===== src/rtl/fc_layer_controller_if.sv =====
// rtl/fc_layer_controller_if.sv - memory and layer-bank bus between the FC layer controller and its storage
interface fc_layer_controller_if #(
    parameter int SIZE     = 16,
    parameter int W_ADDR_W = 16
);
    logic [SIZE-1:0]     in_addr;
    logic [SIZE-1:0]     in_data;
    logic [W_ADDR_W-1:0] w_addr;
    logic [SIZE-1:0]     w_data;
    logic [SIZE-1:0]     b_addr;
    logic [SIZE-1:0]     b_data;
    logic                layer_reset;
    logic                load_en;
    logic [SIZE-1:0]     load_address;
    logic [SIZE-1:0]     load_value;

    modport master (
        output in_addr, w_addr, b_addr, layer_reset, load_en, load_address, load_value,
        input  in_data, w_data, b_data
    );

    modport slave (
        input  in_addr, w_addr, b_addr, layer_reset, load_en, load_address, load_value,
        output in_data, w_data, b_data
    );
endinterface


===== src/rtl/fc_layer_controller.sv =====
// rtl/fc_layer_controller.sv - sequences one fully-connected layer: MAC, bias, saturate, optional ReLU, write-back
module fc_layer_controller #(
    parameter int SIZE     = 16,
    parameter int FRAC     = 8,
    parameter int IN_SZ    = 400,
    parameter int LAYER_SZ = 120,
    parameter int W_ADDR_W = 16
) (
    input  logic                  clk,
    input  logic                  reset_n,
    input  logic                  start,
    input  logic                  abort,
    input  logic                  relu_en,
    output logic                  busy,
    output logic                  done,
    fc_layer_controller_if.master mem
);
    localparam int K_W   = (IN_SZ > 1) ? $clog2(IN_SZ) : 1;
    localparam int N_W   = (LAYER_SZ > 1) ? $clog2(LAYER_SZ) : 1;
    localparam int ACC_W = 2*SIZE + $clog2(IN_SZ);

    localparam logic signed [ACC_W:0] SAT_MAX = {{(ACC_W+2-SIZE){1'b0}}, {(SIZE-1){1'b1}}};
    localparam logic signed [ACC_W:0] SAT_MIN = {{(ACC_W+2-SIZE){1'b1}}, {(SIZE-1){1'b0}}};

    typedef enum logic [2:0] {
        S_IDLE, S_CLEAR, S_MAC, S_DRAIN, S_WRITE, S_DONE
    } state_t;

    state_t                   state;
    state_t                   state_nx;
    logic [K_W-1:0]           k;
    logic [N_W-1:0]           n;
    logic signed [ACC_W-1:0]  acc;
    logic                     relu_q;
    logic                     k_last;
    logic                     n_last;
    logic signed [2*SIZE-1:0] prod;
    logic signed [ACC_W:0]    bias_ext;
    logic signed [ACC_W:0]    sum;
    logic [SIZE-1:0]          result;

    assign k_last = (k == K_W'(IN_SZ-1));
    assign n_last = (n == N_W'(LAYER_SZ-1));

    always_ff @(posedge clk or negedge reset_n) begin
        if (!reset_n) begin
            state <= S_IDLE;
        end else begin
            state <= state_nx;
        end
    end

    always_comb begin
        state_nx = state;
        if (abort) begin
            state_nx = S_IDLE;
        end else begin
            case (state)
                S_IDLE:  if (start) state_nx = S_CLEAR;
                S_CLEAR: state_nx = S_MAC;
                S_MAC:   if (k_last) state_nx = S_DRAIN;
                S_DRAIN: state_nx = S_WRITE;
                S_WRITE: state_nx = n_last ? S_DONE : S_MAC;
                S_DONE:  state_nx = S_IDLE;
                default: state_nx = S_IDLE;
            endcase
        end
    end

    // Memory data lags the address by one cycle, so the product seen in MAC is for k-1.
    assign prod = (2*SIZE)'($signed(mem.in_data)) * (2*SIZE)'($signed(mem.w_data));

    always_ff @(posedge clk or negedge reset_n) begin
        if (!reset_n) begin
            k      <= '0;
            n      <= '0;
            acc    <= '0;
            relu_q <= 1'b0;
        end else begin
            case (state)
                S_IDLE: begin
                    if (start && !abort) relu_q <= relu_en;
                end
                S_CLEAR: begin
                    k   <= '0;
                    n   <= '0;
                    acc <= '0;
                end
                S_MAC: begin
                    if (!k_last) k <= k + K_W'(1);
                    if (k != '0) acc <= acc + ACC_W'(prod);
                end
                S_DRAIN: begin
                    acc <= acc + ACC_W'(prod);
                end
                S_WRITE: begin
                    acc <= '0;
                    k   <= '0;
                    if (!n_last) n <= n + N_W'(1);
                end
                default: ;
            endcase
        end
    end

    assign bias_ext = {{(ACC_W+1-SIZE){mem.b_data[SIZE-1]}}, mem.b_data};
    assign sum      = (ACC_W+1)'(acc >>> FRAC) + bias_ext;

    always_comb begin
        result = sum[SIZE-1:0];
        if (sum > SAT_MAX) begin
            result = {1'b0, {(SIZE-1){1'b1}}};
        end else if (sum < SAT_MIN) begin
            result = {1'b1, {(SIZE-1){1'b0}}};
        end
        if (relu_q && result[SIZE-1]) begin
            result = '0;
        end
    end

    // Addresses are gated by state so they read zero whenever the controller is idle.
    always_comb begin
        busy             = 1'b0;
        done             = 1'b0;
        mem.layer_reset  = 1'b0;
        mem.load_en      = 1'b0;
        mem.load_address = '0;
        mem.load_value   = '0;
        mem.in_addr      = '0;
        mem.w_addr       = '0;
        mem.b_addr       = '0;
        case (state)
            S_CLEAR: begin
                busy            = 1'b1;
                mem.layer_reset = 1'b1;
            end
            S_MAC: begin
                busy        = 1'b1;
                mem.in_addr = SIZE'(k);
                mem.w_addr  = W_ADDR_W'(n) * W_ADDR_W'(IN_SZ) + W_ADDR_W'(k);
                mem.b_addr  = SIZE'(n);
            end
            S_DRAIN: begin
                busy       = 1'b1;
                mem.b_addr = SIZE'(n);
            end
            S_WRITE: begin
                busy             = 1'b1;
                mem.b_addr       = SIZE'(n);
                mem.load_en      = 1'b1;
                mem.load_address = SIZE'(n);
                mem.load_value   = result;
            end
            S_DONE: begin
                done = 1'b1;
            end
            default: ;
        endcase
    end
endmodule


===== src/flat_wrapper.sv =====
// flat-port wrapper written by rule: the top's interface ports become plain ports
module fc_layer_controller_flat 
#(
    parameter int SIZE     = 16,
    parameter int FRAC     = 8,
    parameter int IN_SZ    = 400,
    parameter int LAYER_SZ = 120,
    parameter int W_ADDR_W = 16
)
  (clk, reset_n, start, abort, relu_en, busy, done, mem_in_addr, mem_w_addr, mem_b_addr, mem_layer_reset, mem_load_en, mem_load_address, mem_load_value, mem_in_data, mem_w_data, mem_b_data);
  fc_layer_controller_if #(.SIZE(SIZE), .W_ADDR_W(W_ADDR_W)) mem_i ();
  input  logic clk;
  input  logic reset_n;
  input  logic start;
  input  logic abort;
  input  logic relu_en;
  output logic busy;
  output logic done;
  output wire logic [$bits(mem_i.in_addr)-1:0] mem_in_addr;
  output wire logic [$bits(mem_i.w_addr)-1:0] mem_w_addr;
  output wire logic [$bits(mem_i.b_addr)-1:0] mem_b_addr;
  output wire logic [$bits(mem_i.layer_reset)-1:0] mem_layer_reset;
  output wire logic [$bits(mem_i.load_en)-1:0] mem_load_en;
  output wire logic [$bits(mem_i.load_address)-1:0] mem_load_address;
  output wire logic [$bits(mem_i.load_value)-1:0] mem_load_value;
  input wire logic [$bits(mem_i.in_data)-1:0] mem_in_data;
  input wire logic [$bits(mem_i.w_data)-1:0] mem_w_data;
  input wire logic [$bits(mem_i.b_data)-1:0] mem_b_data;
  assign mem_in_addr = mem_i.in_addr;
  assign mem_w_addr = mem_i.w_addr;
  assign mem_b_addr = mem_i.b_addr;
  assign mem_layer_reset = mem_i.layer_reset;
  assign mem_load_en = mem_i.load_en;
  assign mem_load_address = mem_i.load_address;
  assign mem_load_value = mem_i.load_value;
  assign mem_i.in_data = mem_in_data;
  assign mem_i.w_data = mem_w_data;
  assign mem_i.b_data = mem_b_data;
  fc_layer_controller #(.SIZE(SIZE), .FRAC(FRAC), .IN_SZ(IN_SZ), .LAYER_SZ(LAYER_SZ), .W_ADDR_W(W_ADDR_W)) u_core (.clk(clk), .reset_n(reset_n), .start(start), .abort(abort), .relu_en(relu_en), .busy(busy), .done(done), .mem(mem_i));
endmodule

===== config.mk =====
export PLATFORM = sky130hd
export DESIGN_NAME = fc_layer_controller_flat
export DESIGN_NICKNAME = d
export VERILOG_FILES = /design/src/rtl/fc_layer_controller_if.sv /design/src/rtl/fc_layer_controller.sv /design/src/flat_wrapper.sv
export SDC_FILE = /design/constraint.sdc
export NUM_CORES = 1
export LEC_CHECK = 0
export ABC_AREA = 0
export CAP_MARGIN = 40
export CORE_UTILIZATION = 35
export CTS_CLUSTER_SIZE = 8
export DETAILED_ROUTE_END_ITERATION = 6
export PLACE_DENSITY_LB_ADDON = 0.12
export RECOVER_POWER = 100
export SLEW_MARGIN = 20
export SYNTH_ARGS = -nofsm -noshare
export SYNTH_HDL_FRONTEND = slang
export SYNTH_SLANG_ARGS = --single-unit

===== constraint.sdc =====
create_clock -name clk -period 9.13 [get_ports clk]
set_input_delay 1.3695 -clock clk [delete_from_list [all_inputs] [get_ports clk]]
set_output_delay 1.3695 -clock clk [all_outputs]
set_load 0.05 [all_outputs]

==> flow_summary.yaml, run 1 <==
setup_path:
  rr_startpoint: "u_core.acc[15]"
  required_ns: 7.76
  start_kind: "primary input"
  arrival_ns: 7.31
  path_cells: "clkdlybuf4s50_1 > buf_4 > ha_1 > a21o_1 > a21o_1 > a2111o_1 > and2_4 > a2111o_1 > a221o_1 > a2111oi_2 > nand4_1 > o31ai_1 > a21o_2 > dlygate4sd3_1"
  cp_max_fo: 18
  end_kind: "output port"
  r2r-end: "u_core.acc[40]"
  r2r_slack_ns: 2.85
  r2r_cells: 20
  max_stage_delay_ns: 1.37
  path_class: "in -> out"
  slowest_stage: "o31ai_1"
route:
  vias: 13700
  route.detailed.drc: 0
  viasPerCell: 4.80
  ant_nets: 0
  wl_per_cell_um: 16.7
  drt_iter0_drc: 560
  drt_wl_total_mm: 48.0
  drtPass1Iterations: 5
clock_network:
  ctsResizeCount: 0
  postCtsSetupRepairBufs: 0
  htree_levels: 3
  clk_latency_ns: 0.35
  clockBufferDepth: 2
  cts_tree: "built"
  clk_pin_slew_ns: 0.07
  cts_num_sinks: 61
  root_buffer: "clkbuf_16"
  ctsHoldBuffers: 0
  cts_buffers: 9
floorplan:
  initial_core_util_pct: 35.7
  ios: 137
  die_h_um: 232
  rows: 83
  core_um2: 51700
  die_area_um2: 53600
  die_x_um: 232
outcome:
  violations: "max-capacitance violations, max-slew violations"
  outcome: "finished, violations left"
cells_and_area:
  nNetsFinal: 2756
  fillers: 5285
  layout-drive-gt1-share_pct: 4.30
  ff_latch_area_um2: 1530
  area_delta_synth_final_pct: 12.4
  multiInputGateArea_um2: 14900
  num_antenna_cells: 0
logic_synthesis:
  synth_top_area_share_pct: 36.7
  syn_area_um2: 18500
  ys_seq_elements: 61
  synth.area.top_cells: "fa_1 37%, ha_1 12%, inv_1 8.8%"
  ys_seq_area_share_pct: 8.27
  synth_edf_count: 0
  yosysMostFrequentCell: "inv_1"
  synth_cells: 2066
  yosys_most_used_dff: "dfrtp_1"
  synth_common_cells: "433 x inv_1, 338 x fa_1, 193 x nand2_1"
  avgSynthCellArea_um2: 8.93
  yosys.cell_types.count: 88
  synth_top_area_cell: "fa_1"
  synth_warnings: 0
  async_flop_share_pct: 100
sta:
  hold_viol: 0
  finalCritPeriodShare_pct: 95.0
  setup_tns_ns: 0
  max-slew-margin-rel_pct: -52.2
  slew_viol_final: 100
  period_needed_ns: 8.68
  fmax_ghz: 0.115
  setup_viol: 0
  fin_skew_ns: 0.0143
  worst_pin_slew_ns: 2.28
  rsz0062_at_grt: "no"
global_route:
  antenna_found_initial: 0
  grtUsageTotal_pct: 19.2
  grt_overflow: 0
  grt_pass1_wl_mm: 82.0
  grt_pass1_vias: 14900
  grt_max_degree: 42
hold_path:
  worstHoldStart: "u_core.acc[0]"
  hold_end: "u_core.acc[0]"
  hold_depth: 1
  hp-class: "reg -> reg"
place:
  hpwl_mm: 42.3
  gp_congestion: 0.842
  numPortBuffers: 111
job:
  max_cap_viol_count: 3
==> area by class of cell <==
cell class                 instances  area share, %
clock buffer                      10           1.15
inverter                         433           7.83
multi-input combinational       1512           71.9
tap                              680           4.10
sequential                        61           7.36
timing repair buffer             164           7.22
clock inverter                     6          0.452
==> registers in the layout, summed over array words and instances, names as in the netlist <==
signal         count
u_core.acc        41
u_core.k           9
u_core.n           7
u_core.relu_q      1
u_core.state       3
==> kinds of logic (layout without fill, tap and decap cells) <==
group,Yosys count,count (layout),share of synthesized area (%)
simple gates,567,567,15.4
fa+ha+maj,522,522,49.1
buf+inv,517,613,11.3
compound gates,304,304,11.3
xor+xnor,89,89,4.22
flops,61,61,8.27
mux,5,5,0.285
other cells,1,25,0.0203
==> worst max-delay path: cells and delay by family <==
family	cells	cell delay [ns]
AO/OA/AOI/OAI	8	3.65
buffers and inverters	3	1.59
adder cells (fa/ha/maj)	1	0.36
AND/OR/NAND/NOR	2	0.33
==> how the worst max path moves through the flow <==
stage / startpoint / endpoint / slack [ns]
detailed placement: mem_w_data[14] / u_core.acc[40] / 0.27
global route: mem_b_data[15] / mem_load_value[1] / 0.08
finish: mem_b_data[15] / mem_load_value[1] / 0.45
CTS: mem_w_data[14] / u_core.acc[40] / 0.61
global placement: mem_in_data[5] / u_core.acc[40] / 0.30
floorplan: mem_in_data[15] / u_core.acc[37] / 1.29
==> cell usage in the layout, fill, tap and decap left out, drive strengths merged, types with 5 or more instances in the layout <==
| cell type | synthesis | final |
|---|---|---|
| or3 | 10 | 10 |
| ha | 184 | 184 |
| o21bai | 13 | 13 |
| a2111oi | 6 | 6 |
| nand2b | 11 | 11 |
| xnor2 | 52 | 52 |
| buf | 39 | 47 |
| nand2 | 193 | 193 |
| nand3 | 27 | 27 |
| fa | 338 | 338 |
| o21ai | 69 | 69 |
| nor2 | 92 | 92 |
| nor3 | 19 | 19 |
| a211o | 8 | 8 |
| xor2 | 37 | 37 |
| a22o | 9 | 9 |
| conb | 1 | 25 |
| a21oi | 70 | 70 |
| a21o | 58 | 58 |
| and3 | 14 | 14 |
| dfrtp | 61 | 61 |
| nor2b | 15 | 15 |
| clkbuf | 45 | 17 |
| a31oi | 5 | 5 |
| o211ai | 7 | 7 |
| nor4 | 7 | 7 |
| o31ai | 5 | 5 |
| nand4 | 17 | 17 |
| clkdlybuf4s50 | 0 | 49 |
| inv | 433 | 434 |
| dlygate4sd3 | 0 | 61 |
| and2 | 138 | 138 |
| o21a | 8 | 8 |
| a211oi | 7 | 7 |
==> layer usage <==
layer / up-vias / wire [um] / global-route usage, %
met5: - / 0 / 0
met4: 0 / 415 / 2.78
met3: 24 / 1100 / 1.32
met2: 185 / 22700 / 31.5
met1: 6853 / 23800 / 28.1
li1: 6685 / - / -
==> per-stage QoR <==
step,worst slack [ns],cell area (um2),cells,utilization (%),hold WS [ns]
floorplan,1.29,18500,2090,-,0.456
finish,0.454,20700,2866,40.1,0.523
CTS,0.611,20800,2865,40.2,0.520
detailed placement,0.269,20500,2849,39.6,0.500
global placement,0.296,20400,2845,39.4,0.501
global route,0.0771,20700,2866,40.1,0.530
Power of run 1 is not shown: default switching activity piles up to over one toggle a cycle in this logic, so the estimate is an artifact.
==> inputs of run 2 (changes only) <==
==> constraint.sdc (replaced) <==
create_clock -name clk -period 8.8 [get_ports clk]
set_input_delay 1.32 -clock clk [delete_from_list [all_inputs] [get_ports clk]]
set_output_delay 1.32 -clock clk [all_outputs]
set_load 0.05 [all_outputs]
==> flow_summary.yaml, run 2 (same netlist as run 1, synthesis figures left out) <==
outcome:
  outcome: "finished, violations left"
  violations: "max-capacitance violations, max-slew violations"
sta:
  worst_pin_slew_ns: 2.13
  fmax_ghz: 0.120
  hold_viol: 0
  max-slew-margin-rel_pct: -42.1
  hold_ws_ns: 0.535
  slew_viol_final: 64
  period_needed_ns: 8.35
  fin_skew_ns: 0.0146
  setup_tns_ns: 0
  rsz0062_at_grt: "no"
  finalCritPeriodShare_pct: 94.9
  setup_viol: 0
global_route:
  antenna_found_initial: 0
  grt_overflow: 0
  grt_pass1_vias: 15200
  grtUsageTotal_pct: 19.2
  grt_max_degree: 42
  grt_pass1_wl_mm: 82.2
clock_network:
  cts_tree: "built"
  cts_buffers: 9
  clockBufferDepth: 2
  ctsHoldBuffers: 0
  clk_latency_ns: 0.36
  postCtsSetupRepairBufs: 0
  htree_levels: 3
  cts_num_sinks: 61
  clk_pin_slew_ns: 0.07
  ctsResizeCount: 0
  root_buffer: "clkbuf_16"
cells_and_area:
  area_delta_synth_final_pct: 12.7
  top_regs: "u_core.acc (41), u_core.k (9), u_core.n (7)"
  finalInstanceArea_um2: 20800
  multiInputGateArea_um2: 14900
  nNetsFinal: 2768
  fillers: 5286
  final_common_cell: "inv_1"
  ff_latch_area_um2: 1530
  top_register: "u_core.acc"
  mostFrequentLayoutCells: "433 x inv_1, 337 x fa_1, 193 x nand2_1"
  num_antenna_cells: 0
  fin_util_pct: 40.2
  largest_reg_flops: 41
  layout-drive-gt1-share_pct: 4.87
route:
  vias: 14000
  route.detailed.drc: 0
  drt_wl_total_mm: 47.9
  viasPerCell: 4.85
  drt_iter0_drc: 554
  drtPass1Iterations: 5
  wl_per_cell_um: 16.7
  ant_nets: 0
place:
  hpwl_mm: 42.1
  numPortBuffers: 111
  gp_congestion: 0.863
  place_area_um2: 20600
setup_path:
  cp_top_family: "adder cells"
  start_kind: "primary input"
  path_common_cell: "fa_1"
  slowest_stage: "dlygate4sd3_1"
  r2r-end: "u_core.acc[38]"
  r2r_cells: 20
  worst-path-buf-inv: 6
  path_class: "in -> reg"
  cp_max_fo: 11
  rr_startpoint: "u_core.acc[9]"
  r2r_slack_ns: 2.64
  arrival_ns: 8.64
  max_stage_delay_ns: 0.86
  end_kind: "flip-flop"
  required_ns: 9.09
hold_path:
  worstHoldStart: "u_core.acc[0]"
  hp-class: "reg -> reg"
  hold_depth: 1
  hold_end: "u_core.acc[0]"
floorplan:
  rows: 83
  initial_core_util_pct: 35.7
  core_um2: 51700
  ios: 137
  die_x_um: 232
  die_area_um2: 53600
  die_h_um: 232
job:
  max_cap_viol_count: 2
## run 2: cell types whose count changed in the layout (fill, tap and decap cells not counted), sizes merged
| cell | before | now |
|---|---|---|
| clkinvlp | 1 | 3 |
| clkdlybuf4s50 | 49 | 47 |
| dlygate4sd3 | 61 | 63 |
| clkinv | 2 | 1 |
| bufinv | 2 | 0 |
| buf | 47 | 59 |
## run 2: worst max path at each step
stage               startpoint              to  slack, ns  cells after the start
2_1_floorplan  mem_in_data[15]  u_core.acc[37]       1.01                     25
3_3_place_gp     mem_w_data[6]  u_core.acc[34]       0.17                     24
3_5_place_dp     mem_w_data[6]  u_core.acc[35]       0.17                     24
4_1_cts          mem_w_data[6]  u_core.acc[35]       0.50                     24
5_1_grt         mem_in_data[6]  u_core.acc[35]       0.06                     24
6_report        mem_in_data[2]  u_core.acc[38]       0.45                     25
## run 2: worst reg2reg max path, stage by stage, from the launching register on
cell	delay (ns)
dfrtp_1	0.46
ha_1	0.36
fa_1	0.50
fa_1	0.52
inv_1	0.05
fa_1	0.48
inv_1	0.06
fa_1	0.49
ha_1	0.38
a211o_1	0.31
o211ai_1	0.09
a21oi_1	0.11
or4b_2	0.68
a211o_1	0.33
o211ai_1	0.30
a21oi_1	0.14
nor2_1	0.16
o21ai_0	0.18
clkbuf_1	0.19
a31o_2	0.26
nand3_1	0.06
## run 2: cell type report
| type | count | area share [%] |
|---|---|---|
| sequential | 61 | 7.34 |
| clock inverter | 5 | 0.175 |
| inverter | 433 | 7.82 |
| multi-input combinational | 1512 | 71.8 |
| timing repair buffer | 176 | 7.66 |
| clock buffer | 10 | 1.15 |
| tap | 680 | 4.09 |
## run 2: per-layer routing
| layer | share of wire [%] | wire length (um) | track usage (%) | up-vias |
|---|---|---|---|---|
| li1 | - | - | - | 6707 |
| met1 | 48 | 23100 | 27.5 | 7037 |
| met2 | 47 | 22600 | 31.3 | 189 |
| met3 | 3.1 | 1500 | 2.46 | 32 |
| met4 | 1.4 | 661 | 3.17 | 0 |
| met5 | 0 | 0 | 0 | - |
## run 2: metrics by stage
stage	setup WS [ns]	std cells
after global placement	0.166	2858
after CTS	0.502	2877
after global routing	0.0614	2877
after detailed placement	0.167	2862
after floorplan	1.01	2090
final	0.447	2877
Power of run 2 is left out for the same reason.
==> inputs of run 3 (changes only) <==
--- a/config.mk
+++ b/config.mk
@@ -6,8 +6,9 @@
 export NUM_CORES = 1
 export LEC_CHECK = 0
 export ABC_AREA = 0
+export ABC_CLOCK_PERIOD_IN_PS = 8800
 export CAP_MARGIN = 40
-export CORE_UTILIZATION = 35
+export CORE_UTILIZATION = 60
 export CTS_CLUSTER_SIZE = 8
 export DETAILED_ROUTE_END_ITERATION = 6
 export PLACE_DENSITY_LB_ADDON = 0.12
==> flow_summary.yaml, run 3 (same netlist as run 1, synthesis figures left out) <==
outcome:
  outcome: "finished, violations left"
  violations: "max-capacitance violations, max-slew violations"
cells_and_area:
  top_regs: "u_core.acc (41), u_core.k (9), u_core.n (7)"
  area_delta_synth_final_pct: 10.6
  mostFrequentLayoutCells: "433 x inv_1, 337 x fa_1, 193 x nand2_1"
  fillers: 2527
  nNetsFinal: 2761
  final_common_cell: "inv_1"
  layout-drive-gt1-share_pct: 4.56
  top_register: "u_core.acc"
  finalInstanceArea_um2: 20400
  largest_reg_flops: 41
  num_antenna_cells: 0
clock_network:
  clk_latency_ns: 0.34
  ctsResizeCount: 0
  clockBufferDepth: 2
  cts_buffers: 9
  clk_pin_slew_ns: 0.06
  postCtsSetupRepairBufs: 0
  cts_num_sinks: 61
  ctsHoldBuffers: 0
  cts_tree: "built"
  htree_levels: 3
  root_buffer: "clkbuf_16"
place:
  hpwl_mm: 38.4
  gp_congestion: 0.921
  numPortBuffers: 111
  place_area_um2: 20100
global_route:
  grt_max_degree: 62
  grtUsageTotal_pct: 30.6
  antenna_found_initial: 0
  grt_pass1_vias: 15200
  grt_pass1_wl_mm: 76.1
  grt_overflow: 0
route:
  drt_wl_total_mm: 44.4
  drt_iter0_drc: 652
  route.detailed.drc: 0
  ant_nets: 0
  vias: 14300
  wl_per_cell_um: 17.2
  drtPass1Iterations: 5
  viasPerCell: 5.56
sta:
  rsz0062_at_grt: "no"
  fin_skew_ns: 0.0131
  setup_tns_ns: 0
  setup_viol: 0
  period_needed_ns: 8.41
  worst_pin_slew_ns: 1.98
  finalCritPeriodShare_pct: 95.6
  fmax_ghz: 0.119
  hold_ws_ns: 0.528
  hold_viol: 0
  max-slew-margin-rel_pct: -31.9
  slew_viol_final: 64
hold_path:
  hp-class: "reg -> reg"
  hold_end: "u_core.acc[0]"
  hold_depth: 1
  worstHoldStart: "u_core.acc[0]"
setup_path:
  r2r-end: "u_core.acc[40]"
  path_common_cell: "fa_1"
  cp_max_fo: 11
  arrival_ns: 8.63
  end_kind: "flip-flop"
  slowest_stage: "dlygate4sd3_1"
  path_class: "in -> reg"
  rr_startpoint: "u_core.acc[9]"
  start_kind: "primary input"
  r2r_slack_ns: 2.59
  required_ns: 9.02
  r2r_cells: 19
  max_stage_delay_ns: 0.72
floorplan:
  ios: 137
  rows: 63
  die_x_um: 177
  die_area_um2: 31500
  core_um2: 30000
  die_h_um: 177
  initial_core_util_pct: 61.6
job:
  max_cap_viol_count: 2
==> run 3: cell types whose count changed in the layout (fill, tap and decap cells not counted), sizes merged <==
cell / before / now
buf: 59 / 52
clkbuf: 17 / 16
clkinvlp: 3 / 1
clkinv: 1 / 3
bufinv: 0 / 2
==> run 3: layout make-up <==
cell class / instances / area [um2] / share of cell area (%)
inverters: 433 / 1630 / 7.97
well taps: 390 / 488 / 2.39
clock buffers: 9 / 225 / 1.10
flip-flops and latches: 61 / 1530 / 7.48
clock inverters: 7 / 98.8 / 0.484
multi-input cells: 1512 / 14900 / 73.1
repair buffers: 169 / 1520 / 7.45
==> run 3: how the worst max path moves through the flow <==
stage | start | to | slack [ns] | depth (start not counted)
floorplan | mem_in_data[15] | u_core.acc[37] | 1.01 | 25
global placement | mem_in_data[6] | u_core.acc[40] | 0.24 | 24
detailed placement | mem_w_data[5] | u_core.acc[37] | 0.12 | 26
CTS | mem_w_data[5] | u_core.acc[37] | 0.45 | 26
global route | mem_w_data[5] | u_core.acc[37] | 0.03 | 26
finish | mem_in_data[6] | u_core.acc[35] | 0.39 | 26
==> run 3: layer usage <==
layer,up-vias,wire [um],global-route usage [%]
met5,-,0,0
met4,0,942,7.09
met3,60,2160,3.81
met2,379,21500,51.4
met1,7203,19900,42.3
li1,6701,-,-
==> run 3: worst max-delay path, delay by kind of cell <==
kind | cells | cell delay [ns]
adders and majority gates | 7 | 3.49
and+or+nand+nor | 4 | 1.16
buffers and inverters | 7 | 1.26
xor gates and xnor gates | 1 | 0.10
AOI/OAI and AO/OA | 7 | 1.31
==> run 3: metrics by stage <==
step	cells	util (%)	worst slack [ns]
6_report	2581	68.1	0.387
5_1_grt	2581	68.1	0.0269
4_1_cts	2580	68.2	0.450
3_5_place_dp	2564	67.1	0.123
3_3_place_gp	2562	67.1	0.243
2_1_floorplan	2090	-	1.01
Power of run 3 is left out for the same reason.
